--- src/rtl/pid_share_arbiter.sv ---
// Round-robin arbiter that time-shares one pid_ctrl core among NUM_CH motor channels.
// Optional completion watchdog: define PID_ARB_TIMEOUT_EN (TIMEOUT_CYCLES is used only then).

module pid_share_arbiter #(
  parameter int  NUM_CH         = 4,
  parameter int  WIDTH          = 16,
  parameter int  TIMEOUT_CYCLES = 1024,
  localparam int ID_W           = $clog2(NUM_CH)
) (
  input  logic                    in_clk,
  input  logic                    in_rst_n,
  input  logic [NUM_CH-1:0]       in_req,
  input  logic [NUM_CH*WIDTH-1:0] in_err_bus,
  output logic [NUM_CH-1:0]       out_ack,
  output logic [WIDTH-1:0]        out_usign_out,
  output logic                    out_sign,
  output logic                    out_fail,
  output logic                    out_pid_start,
  output logic [WIDTH-1:0]        out_pid_err,
  output logic [ID_W-1:0]         out_pid_ch,
  input  logic                    in_pid_done,
  input  logic [WIDTH-1:0]        in_pid_usign_out,
  input  logic                    in_pid_sign,
  output logic                    out_busy,
  output logic                    out_timeout
);

  typedef enum logic [1:0] {
    ST_IDLE = 2'd0,
    ST_RUN  = 2'd1,
    ST_RESP = 2'd2
  } state_e;

  state_e           state_q, state_d;
  logic [ID_W-1:0]  last_grant_q, last_grant_d;
  logic [ID_W-1:0]  pid_ch_q, pid_ch_d;
  logic [WIDTH-1:0] pid_err_q, pid_err_d;
  logic [WIDTH-1:0] usign_q, usign_d;
  logic             sign_q, sign_d;

  logic             grant_valid;
  logic [ID_W-1:0]  grant_idx;
  logic [ID_W-1:0]  cand;
  logic [WIDTH-1:0] grant_err;

`ifdef PID_ARB_TIMEOUT_EN
  localparam int CNT_W = $clog2(TIMEOUT_CYCLES + 1);
  logic [CNT_W-1:0] run_cnt_q, run_cnt_d;
  logic             fail_q, fail_d;
  logic             timeout_q, timeout_d;
`endif

  // Search starts one past the last winner, so the previous grantee has lowest priority.
  always_comb begin
    // NOTE: every combinational output gets a default first so no path can infer a latch.
    grant_valid = 1'b0;
    grant_idx   = last_grant_q;
    cand        = last_grant_q;
    grant_err   = '0;
    for (int i = 1; i <= NUM_CH; i++) begin
      cand = last_grant_q + ID_W'(i);
      if (!grant_valid && in_req[cand]) begin
        grant_valid = 1'b1;
        grant_idx   = cand;
      end
    end
    for (int k = 0; k < NUM_CH; k++) begin
      if (grant_idx == ID_W'(k)) grant_err = in_err_bus[k*WIDTH +: WIDTH];
    end
  end

  always_comb begin
    state_d      = state_q;
    last_grant_d = last_grant_q;
    pid_ch_d     = pid_ch_q;
    pid_err_d    = pid_err_q;
    usign_d      = usign_q;
    sign_d       = sign_q;
`ifdef PID_ARB_TIMEOUT_EN
    run_cnt_d    = run_cnt_q;
    fail_d       = fail_q;
    timeout_d    = timeout_q;
`endif
    case (state_q)
      ST_IDLE: begin
        if (grant_valid) begin
          state_d      = ST_RUN;
          last_grant_d = grant_idx;
          pid_ch_d     = grant_idx;
          pid_err_d    = grant_err;
`ifdef PID_ARB_TIMEOUT_EN
          run_cnt_d    = '0;
`endif
        end
      end
      ST_RUN: begin
        // A done and a watchdog expiry in the same cycle resolve in favour of the real result.
        if (in_pid_done) begin
          usign_d = in_pid_usign_out;
          sign_d  = in_pid_sign;
          state_d = ST_RESP;
`ifdef PID_ARB_TIMEOUT_EN
          fail_d  = 1'b0;
`endif
        end
`ifdef PID_ARB_TIMEOUT_EN
        else if (run_cnt_q == CNT_W'(TIMEOUT_CYCLES - 1)) begin
          usign_d   = '0;
          sign_d    = 1'b0;
          fail_d    = 1'b1;
          timeout_d = 1'b1;
          state_d   = ST_RESP;
        end else begin
          run_cnt_d = run_cnt_q + CNT_W'(1);
        end
`endif
      end
      ST_RESP: state_d = ST_IDLE;
      default: state_d = ST_IDLE;
    endcase
  end

  // last_grant resets to the top channel so channel 0 wins the first arbitration.
  always_ff @(posedge in_clk or negedge in_rst_n) begin
    if (!in_rst_n) begin
      state_q      <= ST_IDLE;
      last_grant_q <= ID_W'(NUM_CH - 1);
      pid_ch_q     <= '0;
      pid_err_q    <= '0;
      usign_q      <= '0;
      sign_q       <= 1'b0;
`ifdef PID_ARB_TIMEOUT_EN
      run_cnt_q    <= '0;
      fail_q       <= 1'b0;
      timeout_q    <= 1'b0;
`endif
    end else begin
      // NOTE: state registers use non-blocking assignment so all flops update from pre-edge values.
      state_q      <= state_d;
      last_grant_q <= last_grant_d;
      pid_ch_q     <= pid_ch_d;
      pid_err_q    <= pid_err_d;
      usign_q      <= usign_d;
      sign_q       <= sign_d;
`ifdef PID_ARB_TIMEOUT_EN
      run_cnt_q    <= run_cnt_d;
      fail_q       <= fail_d;
      timeout_q    <= timeout_d;
`endif
    end
  end

  always_comb begin
    out_ack = '0;
    if (state_q == ST_RESP) out_ack[pid_ch_q] = 1'b1;
  end

  assign out_pid_start = (state_q == ST_RUN);
  assign out_busy      = (state_q != ST_IDLE);
  assign out_pid_err   = pid_err_q;
  assign out_pid_ch    = pid_ch_q;
  assign out_usign_out = usign_q;
  assign out_sign      = sign_q;

`ifdef PID_ARB_TIMEOUT_EN
  assign out_fail      = fail_q;
  assign out_timeout   = timeout_q;
`else
  assign out_fail      = 1'b0;
  assign out_timeout   = 1'b0;
`endif

endmodule
--- config.mk ---
export PLATFORM = sky130hd
export DESIGN_NAME = pid_share_arbiter
export DESIGN_NICKNAME = d
export VERILOG_FILES = /design/src/rtl/pid_share_arbiter.sv
export SDC_FILE = /design/constraint.sdc
export NUM_CORES = 1
export LEC_CHECK = 0
export CORE_ASPECT_RATIO = 1.1
export CORE_MARGIN = 4
export CORE_UTILIZATION = 43
export DETAILED_ROUTE_END_ITERATION = 10
export PLACE_DENSITY = 0.95
export SLEW_MARGIN = 40
export SYNTH_ARGS = -nofsm -noshare
export SYNTH_HDL_FRONTEND = slang
export SYNTH_SLANG_ARGS = --single-unit
--- constraint.sdc ---
create_clock -name in_clk -period 3.85 [get_ports in_clk]
set_input_delay 0.385 -clock in_clk [delete_from_list [all_inputs] [get_ports in_clk]]
set_output_delay 0.385 -clock in_clk [all_outputs]
set_load 0.03 [all_outputs]
==> flow_metrics.env <==
export IMPL_outcome="complete, no violations"
export IMPL_placed_area_um2=3677
export IMPL_vias=2462
export IMPL_coreArea_um2=5430
export IMPL_die_w_um=79.84
export IMPL_synth_seq_cells=39
export IMPL_max_stage_delay_ns=0.84
export IMPL_r2r_start="last_grant_q[0]"
export IMPL_clock_sinks=39
export IMPL_async_flop_share_pct=100.0
export IMPL_avgSynthCellArea_um2=10.26
export IMPL_place_congestion=0.8811
export IMPL_cp_arrival_ns=2.69
export IMPL_post_route_util_pct=69.38
export IMPL_yosysSeqAreaShare_pct=40.08
export IMPL_period_share_pct=65.25
export IMPL_finalSetupViolCount=0
export IMPL_criticalPathCategory="register to register"
export IMPL_synth_cell_area_um2=2441
export IMPL_drv_slew=0
export IMPL_row_count=28
export IMPL_grt_total_usage_pct=24.90
export IMPL_path_buf_inv=0
export IMPL_cp_top_family="compound AO/OA/AOI/OAI gates"
export IMPL_grt_pass1_wl_um=13220
export IMPL_end_kind="register"
export IMPL_die_h_um=87.03
export IMPL_cts_tree="built"
export IMPL_final_cell_count_no_fill=427
export IMPL_worst_setup_path_start_kind="register"
export IMPL_grt_pass1_vias=2500
export IMPL_cap_violations=0
export IMPL_cp_max_fo=18
export IMPL_dpl_hpwl_um=6410
export IMPL_port_buffers=128
export IMPL_hold_viol_final=0
export IMPL_period_needed_ns=2.512
export IMPL_io_pins=131
export IMPL_synth_warnings=0
export IMPL_wl_um=8513
export IMPL_power_density_nw_per_um2=786.7
export IMPL_synth_cell_types=35
export IMPL_antenna_cells=0
export IMPL_die_area_um2=6948
export IMPL_ctsHoldBuffers=0
export IMPL_ff2ff_path_depth=4
export IMPL_design_area_um2=3767
export IMPL_ant_nets=0
export IMPL_setup_tns_ns=0
export IMPL_viasPerCell=5.766
export IMPL_path_cells="nand2b_1 -> a32oi_2 -> a21oi_1 -> o41ai_1"
export IMPL_synth_top_area_share_pct=37.93
export IMPL_hp_class="primary input to async pin"
export IMPL_total_power_mw=2.964
export IMPL_fin_skew_ns=0.005426
export IMPL_drive_gt1_share_pct=14.77
export IMPL_worst_path_stages=4
export IMPL_critPathSlowestCell="a32oi_2"
export IMPL_netlist_top_cells_area="dfrtp_1 (38%), mux2_2 (8.3%), o41ai_2 (6.7%)"
export IMPL_post_cts_resized=0
export IMPL_leakagePower_nw=1.521
export IMPL_synth_ff_type="dfrtp_1"
export IMPL_grt_ovfl_total=0
export IMPL_synth_edf_count=0
export IMPL_numPlacedInstances=419
export IMPL_detail_route_wl_per_cell_um=19.94
export IMPL_critPathCapture="out_pid_err[3]"
export IMPL_drc=0
export IMPL_drtPass1Iterations=5
export IMPL_worst_hold_slack_ns=0.05021
export IMPL_tightest_slew_ns=0.8270
export IMPL_reg2reg_slack_ns=1.34
export IMPL_cts_inserted_buffers=5
export IMPL_fin_nets=439
export IMPL_area_delta_synth_final_pct=54.33
export IMPL_cp_required_ns=4.03
export IMPL_clkTransAtPathRegs_ns=0.08
export IMPL_antenna_found_initial=0
export IMPL_ctsHtreeMaxLevel=2
export IMPL_cp_startpoint="last_grant_q[0]"
export IMPL_rr_endpoint="out_pid_err[3]"
export IMPL_dpl_worst_slack_ns=1.028
export IMPL_fin_ws_ns=1.338
export IMPL_grt_max_degree=40
export IMPL_drt_initial_drc_count=338
export IMPL_rsz0062_at_grt="no"
export IMPL_initial_core_util_pct=44.95
export IMPL_relSlewSlack_pct=44.87
export IMPL_synth_cells=238
export IMPL_insertion_delay_ns=0.30
export IMPL_cts_buffer_depth=2
export IMPL_fmax_mhz=398.1
export IMPL_cts_setup_buffers=0
export IMPL_ir_worst_vdd_v=0.0006128
export IMPL_yosysTopAreaCell="dfrtp_1"
export IMPL_root_buffer="clkbuf_8"
## how the worst min path moves through the flow
stage | start | endpoint | slack [ns] | cells past startpoint
floorplan | in_rst_n | out_pid_ch[0] | 0.09 | 0
global placement | out_pid_err[4] | out_pid_err[4] | 0.47 | 2
detailed placement | in_rst_n | out_usign_out[8] | 0.39 | 1
CTS | in_rst_n | out_pid_err[15] | 0.07 | 1
global route | in_rst_n | state_q[0] | 0.08 | 1
finish | in_rst_n | out_usign_out[8] | 0.05 | 1
## logic make-up after synthesis
| kind of cell | after synthesis | synth area share, % |
|---|---|---|
| compound gates | 87 | 30.50 |
| flops | 39 | 40.08 |
| other cells | 1 | 0.1536 |
| buf+inv | 47 | 10.20 |
| simple gates | 44 | 9.944 |
| mux | 20 | 9.123 |
## cell usage after synthesis, types with 4 or more instances
| master | count |
|---|---|
| mux2_2 | 18 |
| a311oi_1 | 16 |
| buf_6 | 5 |
| a211oi_2 | 5 |
| o41ai_2 | 10 |
| a211oi_1 | 12 |
| dfrtp_1 | 37 |
| buf_4 | 5 |
| inv_1 | 21 |
| a21oi_1 | 30 |
| buf_2 | 13 |
| o41ai_1 | 5 |
| nor4bb_1 | 4 |
| nand2_1 | 20 |
| nor2_1 | 6 |
## area by class of cell
class,count,area [um2]
Clock buffer,5,68.82
Inverter,21,78.83
Clock inverter,3,20.02
Fill cell,373,1663
Timing Repair Buffer,131,1301
Tap cell,75,93.84
Sequential cell,39,978.4
Multi-Input combinational cell,153,1226
## state kept, by name, indices dropped and copies added, names as in the netlist
name	cells
state_q	2
out_pid_err	16
out_pid_ch	2
out_sign	1
last_grant_q	2
out_usign_out	16
## report_power, final
part | total (mW) | internal (mW) | switching, mW
sequential | 0.799 | 0.632 | 0.168
combinational | 1.88 | 0.807 | 1.08
clock | 0.281 | 0.126 | 0.155
total | 2.96 | 1.57 | 1.40
## placed cells by master, fill, tap and decap left out, drive strengths merged, types with 2 or more instances in the layout
master / count
clkdlybuf4s50: 127
dfrtp: 37
a21oi: 30
inv: 21
nand2: 20
mux2: 18
a211oi: 17
a311oi: 16
o41ai: 15
nor2: 6
clkbuf: 5
nor4bb: 4
buf: 4
nor4b: 3
o21ai: 3
or2: 2
nor2b: 2
mux2i: 2
nand2b: 2
conb: 2
clkinvlp: 2
dfstp: 2
## routing by layer
metal	global-route usage [%]	up-vias	wire (um)
li1	-	1106	-
met1	30.40	1183	3263
met2	40.39	159	4015
met3	10.46	14	1054
met4	7.066	0	180
met5	0	-	0
Note: power is estimated with default switching activity, not from simulation.
